File: src/rtl/regfile_pkg.sv
// Shared definitions for the scoreboarded register file: default geometry and
// the write-port select encoding used when decoding clears versus write-backs.
package regfile_pkg;

  localparam int unsigned DATA_W_DEF = 16;
  localparam int unsigned ADDR_W_DEF = 3;

  // Source selected for a register's next value (or for a bypassed read).
  typedef enum logic [1:0] {
    WSEL_HOLD  = 2'd0,
    WSEL_WRITE = 2'd1,
    WSEL_ZERO  = 2'd2
  } wsel_e;

  // Priority: clear-all, then single clear, then write-back.
  function automatic wsel_e wsel_decode(input logic clr_all,
                                        input logic clr_hit,
                                        input logic wr_hit);
    wsel_e sel;
    if (clr_all || clr_hit) begin
      sel = WSEL_ZERO;
    end else if (wr_hit) begin
      sel = WSEL_WRITE;
    end else begin
      sel = WSEL_HOLD;
    end
    return sel;
  endfunction

endpackage

File: src/rtl/regfile_scoreboard.sv
// Busy-bit scoreboard: one pending flag per register plus a registered
// count of pending registers.
module regfile_scoreboard
  import regfile_pkg::*;
#(
  parameter int unsigned ADDR_W  = ADDR_W_DEF,
  parameter bit          ZERO_R0 = 1'b0
) (
  input  logic              clk_i,
  input  logic              rst_i,
  input  logic              iss_en_i,
  input  logic [ADDR_W-1:0] iss_addr_i,
  input  logic              wr_en_i,
  input  logic [ADDR_W-1:0] wr_addr_i,
  input  logic              clr_en_i,
  input  logic [ADDR_W-1:0] clr_addr_i,
  input  logic              clr_all_i,
  input  logic [ADDR_W-1:0] rd_addr_a_i,
  input  logic [ADDR_W-1:0] rd_addr_b_i,
  output logic              rd_busy_a_o,
  output logic              rd_busy_b_o,
  output logic [ADDR_W:0]   pend_cnt_o
);

  localparam int unsigned DEPTH = 1 << ADDR_W;

  logic [DEPTH-1:0] busy_q, busy_d;
  logic [ADDR_W:0]  pend_q, pend_d;

  // Next busy vector: clear-all, then issue (sets), then write-back/clear (resets).
  always_comb begin
    busy_d = busy_q;
    for (int unsigned i = 0; i < DEPTH; i++) begin
      if (clr_all_i) begin
        busy_d[i] = 1'b0;
      end else if (iss_en_i && (iss_addr_i == ADDR_W'(i))) begin
        busy_d[i] = 1'b1;
      end else if ((wr_en_i && (wr_addr_i == ADDR_W'(i))) ||
                   (clr_en_i && (clr_addr_i == ADDR_W'(i)))) begin
        busy_d[i] = 1'b0;
      end
      if (ZERO_R0 && (i == 0)) begin
        busy_d[i] = 1'b0;
      end
    end
  end

  // Count is taken from the next-state vector so it is valid right after the edge.
  always_comb begin
    pend_d = '0;
    for (int unsigned i = 0; i < DEPTH; i++) begin
      pend_d = pend_d + {{ADDR_W{1'b0}}, busy_d[i]};
    end
  end

  // Busy vector and pending count registers.
  always_ff @(posedge clk_i or posedge rst_i) begin
    if (rst_i) begin
      busy_q <= '0;
      pend_q <= '0;
    end else begin
      busy_q <= busy_d;
      pend_q <= pend_d;
    end
  end

  // Read view: a same-cycle write-back hides the busy bit unless re-issued.
  always_comb begin
    rd_busy_a_o = busy_q[rd_addr_a_i] &&
                  !(wr_en_i && (wr_addr_i == rd_addr_a_i) &&
                    !(iss_en_i && (iss_addr_i == rd_addr_a_i)));
    rd_busy_b_o = busy_q[rd_addr_b_i] &&
                  !(wr_en_i && (wr_addr_i == rd_addr_b_i) &&
                    !(iss_en_i && (iss_addr_i == rd_addr_b_i)));
    if (ZERO_R0 && (rd_addr_a_i == '0)) rd_busy_a_o = 1'b0;
    if (ZERO_R0 && (rd_addr_b_i == '0)) rd_busy_b_o = 1'b0;
  end

  assign pend_cnt_o = pend_q;

endmodule

File: src/rtl/regfile_sb.sv
// Two-read, one-write register file with write-back bypass, single/all clear,
// and an issue scoreboard tracking registers with a pending result.
module regfile_sb
  import regfile_pkg::*;
#(
  parameter int unsigned DATA_W  = DATA_W_DEF,
  parameter int unsigned ADDR_W  = ADDR_W_DEF,
  parameter bit          ZERO_R0 = 1'b0
) (
  input  logic              clk,
  input  logic              rst,
  input  logic [ADDR_W-1:0] rd_addr_a,
  input  logic [ADDR_W-1:0] rd_addr_b,
  output logic [DATA_W-1:0] rd_data_a,
  output logic [DATA_W-1:0] rd_data_b,
  output logic              rd_busy_a,
  output logic              rd_busy_b,
  input  logic              wr_en,
  input  logic [ADDR_W-1:0] wr_addr,
  input  logic [DATA_W-1:0] wr_data,
  input  logic              iss_en,
  input  logic [ADDR_W-1:0] iss_addr,
  input  logic              clr_en,
  input  logic [ADDR_W-1:0] clr_addr,
  input  logic              clr_all,
  output logic [ADDR_W:0]   pend_cnt
);

  localparam int unsigned DEPTH = 1 << ADDR_W;

  logic [DATA_W-1:0] regs_q [DEPTH];
  logic [DATA_W-1:0] regs_d [DEPTH];
  wsel_e             sel_a, sel_b;

  // Per-register next value from the clear/write priority decode.
  always_comb begin
    for (int unsigned i = 0; i < DEPTH; i++) begin
      regs_d[i] = regs_q[i];
      case (wsel_decode(clr_all,
                        clr_en && (clr_addr == ADDR_W'(i)),
                        wr_en && (wr_addr == ADDR_W'(i))))
        WSEL_ZERO:  regs_d[i] = '0;
        WSEL_WRITE: regs_d[i] = wr_data;
        default:    regs_d[i] = regs_q[i];
      endcase
      if (ZERO_R0 && (i == 0)) begin
        regs_d[i] = '0;
      end
    end
  end

  // Register array storage.
  always_ff @(posedge clk or posedge rst) begin
    if (rst) begin
      for (int unsigned i = 0; i < DEPTH; i++) begin
        regs_q[i] <= '0;
      end
    end else begin
      for (int unsigned i = 0; i < DEPTH; i++) begin
        regs_q[i] <= regs_d[i];
      end
    end
  end

  // Read ports forward the value the addressed register takes at the next edge
  // (same decode as the array); reset and a hard-wired r0 force zero.
  always_comb begin
    sel_a = wsel_decode(clr_all, clr_en && (clr_addr == rd_addr_a),
                        wr_en && (wr_addr == rd_addr_a));
    sel_b = wsel_decode(clr_all, clr_en && (clr_addr == rd_addr_b),
                        wr_en && (wr_addr == rd_addr_b));
    case (sel_a)
      WSEL_ZERO:  rd_data_a = '0;
      WSEL_WRITE: rd_data_a = wr_data;
      default:    rd_data_a = regs_q[rd_addr_a];
    endcase
    case (sel_b)
      WSEL_ZERO:  rd_data_b = '0;
      WSEL_WRITE: rd_data_b = wr_data;
      default:    rd_data_b = regs_q[rd_addr_b];
    endcase
    if (rst || (ZERO_R0 && (rd_addr_a == '0))) rd_data_a = '0;
    if (rst || (ZERO_R0 && (rd_addr_b == '0))) rd_data_b = '0;
  end

  regfile_scoreboard #(
    .ADDR_W  (ADDR_W),
    .ZERO_R0 (ZERO_R0)
  ) u_scoreboard (
    .clk_i       (clk),
    .rst_i       (rst),
    .iss_en_i    (iss_en),
    .iss_addr_i  (iss_addr),
    .wr_en_i     (wr_en),
    .wr_addr_i   (wr_addr),
    .clr_en_i    (clr_en),
    .clr_addr_i  (clr_addr),
    .clr_all_i   (clr_all),
    .rd_addr_a_i (rd_addr_a),
    .rd_addr_b_i (rd_addr_b),
    .rd_busy_a_o (rd_busy_a),
    .rd_busy_b_o (rd_busy_b),
    .pend_cnt_o  (pend_cnt)
  );

endmodule

File: config.mk
export PLATFORM = sky130hd
export DESIGN_NAME = regfile_sb
export DESIGN_NICKNAME = d
export VERILOG_FILES = /design/src/rtl/regfile_pkg.sv /design/src/rtl/regfile_scoreboard.sv /design/src/rtl/regfile_sb.sv
export SDC_FILE = /design/constraint.sdc
export NUM_CORES = 1
export LEC_CHECK = 0
export CAP_MARGIN = 20
export CORE_MARGIN = 5
export CORE_UTILIZATION = 45
export DETAILED_ROUTE_END_ITERATION = 12
export GPL_TIMING_DRIVEN = 0
export SYNTH_ARGS = -nofsm -noshare
export SYNTH_HDL_FRONTEND = slang
export SYNTH_SLANG_ARGS = --single-unit
File: constraint.sdc
create_clock -name clk -period 5.45 [get_ports clk]
set_input_delay 0.8175 -clock clk [delete_from_list [all_inputs] [get_ports clk]]
set_output_delay 0.8175 -clock clk [all_outputs]
set_load 0.005 [all_outputs]
==> results of run 1 <==
-- cell families (layout without fill, tap and decap cells) --
family	Yosys count	in the layout	share of synthesized area [%]
buffers and inverters	93	171	6.37
DFF	140	140	40.4
muxes	102	102	22.8
adders and majority gates	7	7	1.36
AOI/OAI and AO/OA	178	178	15.1
and+or+nand+nor	228	228	12.1
xor gates and xnor gates	19	19	1.92
-- area by class of cell --
cell class / count / area share [%]
plain buffers: 87 / 5.26
well taps: 260 / 3.23
repair buffers: 46 / 4.72
inverters: 6 / 0.273
flip-flops and latches: 140 / 34.8
clock buffers: 19 / 4.40
clock inverters: 13 / 1.54
multi-input cells: 534 / 45.8
-- per-stage QoR --
stage	utilization [%]	power (mW)	hold WS (ns)	cells
finish	53.5	2.65	0.524	1105
global route	53.5	2.74	0.538	1105
CTS	53.4	2.66	0.524	1104
detailed placement	50.3	1.48	0.506	1072
global placement	50.1	1.47	0.497	1071
floorplan	-	1.33	0.479	767
-- worst max-delay path by stage --
stage,startpoint,endpoint,slack [ns],cells past startpoint
after global placement,rst,regs_q[13]$_DFFE_PP0P_,-1.18,2
after global routing,wr_addr[0],u_scoreboard.pend_cnt_o[2]$_DFF_PP0_,0.70,14
after CTS,wr_addr[0],u_scoreboard.pend_cnt_o[2]$_DFF_PP0_,0.85,14
after floorplan,rst,regs_q[0]$_DFFE_PP0P_,0.88,1
after detailed placement,wr_addr[0],u_scoreboard.pend_cnt_o[2]$_DFF_PP0_,0.41,14
final,wr_addr[0],u_scoreboard.pend_cnt_o[2]$_DFF_PP0_,0.84,14
-- routing by layer --
| metal | GRT usage, % | up-vias |
|---|---|---|
| met5 | 0 | - |
| li1 | - | 2979 |
| met2 | 41.5 | 393 |
| met4 | 11.0 | 0 |
| met1 | 36.9 | 3673 |
| met3 | 9.33 | 82 |
-- power by group --
part / switching [mW] / total [mW] / internal [mW]
Combinational: 0.232 / 0.384 / 0.151
Sequential: 0.0170 / 1.08 / 1.06
Clock: 0.494 / 1.19 / 0.697
Total: 0.743 / 2.65 / 1.91
-- layout by cell type (no fill, tap or decap), drive strengths merged, types with 2 or more instances in the layout --
cell type and n:
o21ai 3, a21oi 86, nor2 14, clkinv 2, or2 3, and4b 2, nand3b 4, nand4 7
clkdlybuf4s50 44, o221a 29, mux2i 5, clkinvlp 3, ha 3, nor3 2, a21o 2, inv 12
dfrtp 140, buf 53, a31oi 2, nand2 164, mux2 29, mux4 68, nor4 2, a32oi 4
a41oi 4, fa 4, bufinv 2, xnor2 18, or3 2, nand2b 9, a22o 48, nor2b 8
clkbuf 55, nand3 7
-- flip-flops by register name, indices dropped and copies added (netlist names) --
| signal | flops |
|---|---|
| regs_q | 128 |
| u_scoreboard.busy_q | 8 |
| u_scoreboard.pend_cnt_o | 4 |
-- worst max-delay path, stage by stage --
cell,delay (ns)
clkdlybuf4s50_1,0.50
buf_2,0.23
nor2b_1,0.20
nand2_1,0.37
a32oi_1,0.33
nor2_1,0.09
ha_1,0.31
inv_1,0.07
fa_1,0.43
fa_1,0.49
inv_1,0.05
fa_1,0.42
fa_1,0.45
xor2_1,0.17
==> impl_metrics.py, run 1 <==
metrics = {
    "logic_synthesis": {
        "synth_most_common_cell": "nand2_1",
        "synthTopCellsByCount": "164 x nand2_1, 140 x dfrtp_1, 86 x a21oi_1",
        "yosys_warnings": 0,
        "syn-num-nets": 811,
        "ys_types": 50,
        "yosysSeqAreaShare_pct": 40.4,
        "yosysTopAreaCellShare_pct": 40.4,
        "synth_edf_count": 0,
        "synth_area_per_cell_sq_um": 11.3,
        "synth_top_area_cell": "dfrtp_1",
        "ys_ff_latch": 140,
        "yosys_most_used_dff": "dfrtp_1",
        "synth.cell_area_sq_um": 8670,
        "synth_area_leaders": "dfrtp_1 40%, mux4_2 13%, nand2_1 7.1%, a21oi_1 5.0%, a22o_1 4.9%",
        "ys_async_sr_fraction_pct": 100,
        "syn_inst": 767,
    },
    "clock_tree": {
        "cts_buffers": 17,
        "postCtsSetupRepairBufs": 0,
        "path_clk_slew_ns": 0.06,
        "cts_hold_buf": 0,
        "cts_tree": "yes",
        "cts.htree.levels": 4,
        "cts-root-buf": "clkbuf_16",
        "clock_path_buffers": 2,
        "clkLatencyLatePin_ns": 0.43,
        "cts.sinks": 140,
        "cts-resized-gates": 0,
    },
    "sta": {
        "setup_violations": 0,
        "max_freq_mhz": 217,
        "timing.final.ws_setup_ns": 0.845,
        "fin_crit_ns": 4.61,
        "hold_viol": 0,
        "setup_tns_ns": 0,
        "rsz0062_at_grt": "false",
        "slew_violations": 0,
        "tightest_slew_ns": 1.02,
        "finalCritPeriodShare_pct": 84.5,
        "max_slew_margin_pct": 32.0,
        "fin_skew_ns": 0.00134,
    },
    "global_routing": {
        "grt_pass1_vias": 7235,
        "grt_max_degree": 98,
        "overflow": 0,
        "grt_first_pass_wirelength_um": 45000,
        "grt_usage_pct": 27.5,
        "antenna_found_initial": 0,
    },
    "setup_path": {
        "worstReg2RegEnd": "u_scoreboard.pend_cnt_o[2]$_DFF_PP0_",
        "cp_max_fo": 10,
        "worstSetupPathType": "in2reg",
        "worst_setup_path_start_kind": "input pin",
        "arrival_ns": 4.92,
        "reg2regPathDepth": 10,
        "reg2reg_from": "u_scoreboard.busy_q[0]$_DFF_PP0_",
        "end_kind": "register",
        "required_ns": 5.76,
        "r2r_slack_ns": 2.26,
    },
    "routing": {
        "highest_layer": "met4",
        "firstDrtPassIters": 5,
        "wirelength_um": 29900,
        "via_count": 7127,
        "drc": 0,
        "wl_per_cell_um": 27.1,
        "drt_iter0_drc": 759,
        "wl_met3_um": 2890,
        "wl_met1_um": 12200,
        "met2_wirelength_um": 13700,
        "final_antenna_net_count": 0,
        "vias_per_cell": 6.45,
    },
    "final_layout": {
        "fin_area_sq_um": 10100,
        "drive_above_1_share_pct": 23.0,
        "syn_to_final_growth_pct": 16.2,
        "seq_area_sq_um": 3500,
        "fill_cells": 1640,
        "multi_input_area_sq_um": 4610,
        "antenna_cells": 0,
        "nNetsFinal": 876,
    },
    "min_path": {
        "hold_start": "regs_q[127]$_DFFE_PP0P_",
        "hold_depth": 1,
        "min_to": "regs_q[127]$_DFFE_PP0P_",
        "holdCritPathClass": "reg2reg",
    },
    "pwr": {
        "power-per-cell-area_nw_per_um2": 263,
        "p_leak_nw": 4.16,
        "ir_worst_vdd_mv": 0.202,
    },
    "floorplanning": {
        "fp.dieW_um": 149,
        "die_height_um": 149,
        "start_util_pct": 46.0,
        "io_pins": 75,
        "core_area_sq_um": 18800,
        "rows": 50,
        "dieArea_sq_um": 22100,
    },
    "placement": {
        "portBuffers": 44,
        "gp_congestion": 0.910,
        "placed_area_sq_um": 9470,
        "dp_worst_setup_slack_ns": 0.414,
        "hpwlAfterDp_um": 20600,
    },
    "run_status": {
        "run_status": "complete, no violations",
    },
    "job": {
        "maxCapViolCount": 0,
    },
}
(Power assumes the default switching activity.)
==> run 2: changes to the inputs <==
Clock period 5.45 ns to 4.33 ns, I/O delays scaled along.
==> run 2 against run 1 <==
Worst hold slack got worse by 0.036 ns. Sequential power rose by 26%. Core utilization rose by 0.35 points. Clock-buffer cell count fell by 2. Clock power rose by 33%. Setup slack got worse by 0.69 ns. Total power rose by 29%. Cell area rose by 0.66%. Critical path depth fell by 1.
==> impl_metrics.py, run 2 (synthesized netlist as in run 1, its figures left out) <==
metrics = {
    "clock_tree": {
        "cts_buffers": 17,
        "cts_hold_buf": 0,
        "cts_tree": "yes",
        "path_clk_slew_ns": 0.07,
        "clock_path_buffers": 2,
        "cts.htree.levels": 4,
        "clkLatencyLatePin_ns": 0.43,
        "cts.sinks": 140,
        "cts-root-buf": "clkbuf_16",
    },
    "final_layout": {
        "nNetsFinal": 878,
        "final_cell_mix": "163 x nand2_1, 140 x dfrtp_1, 86 x a21oi_1",
        "multi_input_area_sq_um": 4610,
        "antenna_cells": 0,
        "syn_to_final_growth_pct": 17.0,
        "finalNonFillerCells": 1107,
        "final_common_cell": "nand2_1",
        "seq_area_sq_um": 3500,
        "largest_reg_flops": 128,
        "fill_cells": 1624,
        "regMostFlops": "regs_q",
        "drive_above_1_share_pct": 23.4,
    },
    "sta": {
        "max_freq_mhz": 239,
        "tightest_slew_ns": 1.10,
        "setup_violations": 0,
        "holdWs_ns": 0.488,
        "hold_viol": 0,
        "fin_crit_ns": 4.18,
        "setup_tns_ns": 0,
        "slew_violations": 0,
        "rsz0062_at_grt": "false",
        "finalCritPeriodShare_pct": 96.4,
        "fin_skew_ns": 0.00199,
        "max_slew_margin_pct": 25.9,
    },
    "routing": {
        "wl_per_cell_um": 26.4,
        "final_antenna_net_count": 0,
        "met2_wirelength_um": 13700,
        "wl_met1_um": 12200,
        "highest_layer": "met4",
        "wl_met3_um": 2800,
        "vias_per_cell": 6.37,
        "firstDrtPassIters": 7,
        "drc": 0,
        "via_count": 7055,
        "wirelength_um": 29200,
        "drt_iter0_drc": 833,
    },
    "global_routing": {
        "grt_pass1_vias": 7327,
        "grt_first_pass_wirelength_um": 45100,
        "overflow": 0,
        "grt_usage_pct": 27.0,
        "antenna_found_initial": 0,
        "grt_max_degree": 41,
    },
    "floorplanning": {
        "rows": 50,
        "die_height_um": 149,
        "dieArea_sq_um": 22100,
        "core_area_sq_um": 18800,
        "io_pins": 75,
        "fp.dieW_um": 149,
        "start_util_pct": 46.0,
    },
    "setup_path": {
        "required_ns": 4.64,
        "worstReg2RegEnd": "u_scoreboard.pend_cnt_o[2]$_DFF_PP0_",
        "arrival_ns": 4.49,
        "crit_buf_inv": 4,
        "worst_path_max_delay_cell": "clkdlybuf4s50_1",
        "critPathTopFamily": "adder cells",
        "path_cells": "clkdlybuf4s50_1, buf_2, nand2b_1, nand2b_1, buf_2, a31oi_1, or2_1, fa_1, fa_1, inv_1, fa_1, fa_1, xor2_1",
        "end_kind": "register",
        "worstSetupPathType": "in2reg",
        "worst_setup_path_start_kind": "input pin",
        "reg2reg_from": "u_scoreboard.busy_q[1]$_DFF_PP0_",
        "worst_path_most_repeated_cell": "fa_1",
        "cp_max_fo": 10,
        "crit_end": "u_scoreboard.pend_cnt_o[2]$_DFF_PP0_",
        "max_stage_delay_ns": 0.50,
        "r2r_slack_ns": 1.13,
        "cp-startpoint": "wr_addr[0]",
        "cp.depth": 13,
        "reg2regPathDepth": 10,
    },
    "run_status": {
        "run_status": "complete, no violations",
    },
    "placement": {
        "dpl.cell_count": 1074,
        "portBuffers": 44,
        "gp_congestion": 0.915,
        "hpwlAfterDp_um": 20700,
    },
    "job": {
        "maxCapViolCount": 0,
    },
    "min_path": {
        "holdCritPathClass": "in2reg",
    },
    "pwr": {
        "p_leak_nw": 4.19,
        "power-per-cell-area_nw_per_um2": 337,
        "ir_worst_vdd_mv": 0.322,
    },
}
## run 2: how the worst min path moves through the flow
stage,startpoint,to,slack (ns),depth (start not counted)
2_1_floorplan,regs_q[18]$_DFFE_PP0P_,regs_q[18]$_DFFE_PP0P_,0.48,1
3_3_place_gp,regs_q[114]$_DFFE_PP0P_,regs_q[114]$_DFFE_PP0P_,0.50,1
3_5_place_dp,regs_q[114]$_DFFE_PP0P_,regs_q[114]$_DFFE_PP0P_,0.51,1
4_1_cts,wr_data[8],regs_q[8]$_DFFE_PP0P_,0.48,3
5_1_grt,wr_data[8],regs_q[104]$_DFFE_PP0P_,0.50,3
6_report,wr_data[8],regs_q[8]$_DFFE_PP0P_,0.49,3
## run 2: routing by layer
metal  GRT usage (%)  vias to the layer above
met5               0                        -
li1                -                     2979
met1            38.3                     3599
met4            7.69                        0
met3            6.53                       50
met2            41.8                      427
## run 2: cell type report
type,count,area share (%)
Multi-Input combinational cell,534,45.5
Inverter,6,0.259
Buffer,87,5.22
Clock buffer,17,4.20
Clock inverter,15,2.02
Timing Repair Buffer,48,5.01
Tap cell,260,3.21
Sequential cell,140,34.6
## run 2: worst reg2reg max path, cell delays in order, from the launching register on
cell	delay [ns]
dfrtp_1	0.40
a32oi_1	0.22
nor2_1	0.09
ha_1	0.31
inv_1	0.07
fa_1	0.42
fa_1	0.50
inv_1	0.05
fa_1	0.41
fa_1	0.45
xor2_1	0.17
## run 2: what timing repair did
item / 4_1_cts / 5_1_grt
gates resized for setup: 1 / 0
endpoints found under the hold margin: 0 / 0
gates cloned: 0 / 0
endpoints found under the setup margin: 1 / 1
buffers inserted: 0 / 1
## run 2: power by group
part | switching (mW) | total (mW) | internal, mW
Sequential | 0.0212 | 1.36 | 1.34
Clock | 0.647 | 1.58 | 0.929
Combinational | 0.290 | 0.484 | 0.194
## run 2: metrics by stage
| stage | worst slack [ns] | util (%) | instance area [sq um] | total power [mW] |
|---|---|---|---|---|
| final | 0.154 | 53.8 | 10100 | 3.42 |
| after floorplan | 0.431 | - | 8670 | 1.67 |
| after CTS | 0.0453 | 53.8 | 10100 | 3.42 |
| after global routing | 0.0196 | 53.8 | 10100 | 3.51 |
| after detailed placement | -0.506 | 50.4 | 9500 | 1.86 |
| after global placement | -0.457 | 50.1 | 9440 | 1.84 |
==> run 3: changes to the inputs <==
Settings changed: GPL_TIMING_DRIVEN 0 to not set.
==> run 3 against run 2 <==
Via count up 0.65%. Sequential share of layout area down 0.50 points. Maximum frequency up 6.0%. Non-clock buffer count down 5. Die area unchanged. Core utilization up 0.80 points. Total power down 2.5%. Sequential cell count unchanged. Cell area up 1.5%. Worst hold slack better by 0.037 ns. Combinational power up 4.5%. Sequential power about the same. Critical path type unchanged. Largest power group unchanged.
==> impl_metrics.py, run 3 (synthesized netlist as in run 1, its figures left out) <==
metrics = {
    "final_layout": {
        "nNetsFinal": 873,
        "largest_reg_flops": 128,
        "antenna_cells": 0,
        "syn_to_final_growth_pct": 18.7,
        "fill_cells": 1605,
        "final_util_pct": 54.6,
        "drive_above_1_share_pct": 23.8,
        "final_cell_mix": "164 x nand2_1, 140 x dfrtp_1, 86 x a21oi_1",
        "finalNonFillerCells": 1101,
        "regMostFlops": "regs_q",
        "final_common_cell": "nand2_1",
    },
    "global_routing": {
        "grt_pass1_vias": 7457,
        "grt_first_pass_wirelength_um": 45500,
        "grt_usage_pct": 27.5,
        "antenna_found_initial": 0,
        "overflow": 0,
        "grt_max_degree": 79,
    },
    "pwr": {
        "power-per-cell-area_nw_per_um2": 324,
        "ir_worst_vdd_mv": 0.310,
        "total_power_mw": 3.33,
        "p_leak_nw": 4.28,
    },
    "floorplanning": {
        "io_pins": 75,
        "fp.dieW_um": 149,
        "core_area_sq_um": 18800,
        "start_util_pct": 46.0,
        "dieArea_sq_um": 22100,
        "die_height_um": 149,
        "rows": 50,
    },
    "setup_path": {
        "required_ns": 4.64,
        "worstSetupPathType": "in2reg",
        "max_stage_delay_ns": 0.54,
        "worst_path_most_repeated_cell": "fa_1",
        "end_kind": "register",
        "worst_setup_path_start_kind": "input pin",
        "critPathTopFamily": "adder cells",
        "worst_path_max_delay_cell": "clkdlybuf4s50_1",
        "arrival_ns": 4.25,
        "path_cells": "clkdlybuf4s50_1, nand2b_4, or3_4, a32oi_1, nor2_1, ha_1, inv_1, fa_1, fa_1, inv_1, fa_1, fa_1, xor2_1",
        "crit_buf_inv": 3,
        "cp_max_fo": 3,
    },
    "sta": {
        "rsz0062_at_grt": "false",
        "finalCritPeriodShare_pct": 91.0,
        "max_freq_mhz": 254,
        "setup_violations": 0,
        "tightest_slew_ns": 1.18,
        "hold_viol": 0,
        "fin_crit_ns": 3.94,
        "setup_tns_ns": 0,
        "slew_violations": 0,
        "max_slew_margin_pct": 21.5,
        "fin_skew_ns": 0.00654,
    },
    "clock_tree": {
        "clock_path_buffers": 2,
        "cts_tree": "yes",
        "cts-resized-gates": 0,
        "cts.sinks": 140,
        "cts_buffers": 17,
        "clkLatencyLatePin_ns": 0.43,
        "path_clk_slew_ns": 0.06,
        "cts.htree.levels": 4,
        "cts-root-buf": "clkbuf_16",
        "cts_hold_buf": 0,
        "postCtsSetupRepairBufs": 0,
    },
    "placement": {
        "gp_congestion": 0.871,
        "hpwlAfterDp_um": 18400,
        "dpl.cell_count": 1068,
        "portBuffers": 74,
    },
    "routing": {
        "via_count": 7101,
        "met2_wirelength_um": 14100,
        "highest_layer": "met4",
        "wl_per_cell_um": 27.0,
        "final_antenna_net_count": 0,
        "firstDrtPassIters": 5,
        "vias_per_cell": 6.45,
        "wl_met3_um": 2710,
        "drt_iter0_drc": 678,
        "drc": 0,
        "wl_met1_um": 11900,
        "wirelength_um": 29700,
    },
    "job": {
        "maxCapViolCount": 0,
    },
    "run_status": {
        "run_status": "complete, no violations",
    },
    "min_path": {
        "holdCritPathClass": "reg2reg",
    },
}
## run 3: changes by cell type in the layout (fill, tap and decap cells not counted), sizes merged
| cell | before | now |
|---|---|---|
| clkbuf | 53 | 22 |
| clkdlybuf4s50 | 44 | 70 |
| buf | 55 | 60 |
| inv | 11 | 8 |
| clkinvlp | 3 | 1 |
| bufinv | 3 | 2 |
## run 3: final timing paths
kind / from / to / slack (ns) / depth (start not counted)
max in group asynchronous: rst / regs_q[95]$_DFFE_PP0P_ / 2.79 / 3
worst min register to register: regs_q[121]$_DFFE_PP0P_ / regs_q[121]$_DFFE_PP0P_ / 0.53 / 1
worst min-delay path: regs_q[121]$_DFFE_PP0P_ / regs_q[121]$_DFFE_PP0P_ / 0.53 / 1
min in group asynchronous: rst / u_scoreboard.busy_q[4]$_DFF_PP0_ / 0.59 / 2
worst max-delay path: wr_en / u_scoreboard.pend_cnt_o[2]$_DFF_PP0_ / 0.39 / 13
worst max register to register: u_scoreboard.busy_q[1]$_DFF_PP0_ / u_scoreboard.pend_cnt_o[2]$_DFF_PP0_ / 1.11 / 10
## run 3: report_power, final
part           switching (mW)  total, mW  internal [mW]
Combinational           0.294      0.506          0.213
Sequential             0.0212       1.36           1.34
Clock                   0.574       1.47          0.894
Total                   0.889       3.33           2.44
## run 3: worst register-to-register path, cell delays in order (launching register included)
cell and delay (ns):
dfrtp_1 0.40, a32oi_1 0.21, nor2_1 0.09, ha_1 0.31
inv_1 0.08, fa_1 0.43, fa_1 0.50, inv_1 0.05
fa_1 0.41, fa_1 0.45, xor2_1 0.17
## run 3: cell type report
class / count / area [sq um] / share of cell area [%]
clock buffers: 22 / 474 / 4.61
clock inverters: 9 / 110 / 1.07
inverters: 6 / 26.3 / 0.255
multi-input cells: 534 / 4630 / 45.0
flip-flops and latches: 140 / 3500 / 34.1
well taps: 260 / 325 / 3.16
repair buffers: 130 / 1220 / 11.8
## run 3: metrics by stage
step | instance area [sq um] | setup WS, ns | hold WS, ns
floorplan | 8670 | 0.431 | 0.479
global placement | 9660 | 0.00858 | 0.496
detailed placement | 9660 | -0.0777 | 0.510
CTS | 10200 | 0.371 | 0.526
global route | 10300 | 0.203 | 0.543
finish | 10300 | 0.389 | 0.525
## run 3: routing by layer
metal,track usage [%],up-vias
li1,-,2963
met1,36.1,3641
met2,43.0,416
met3,8.17,81
met4,11.3,0
met5,0,-
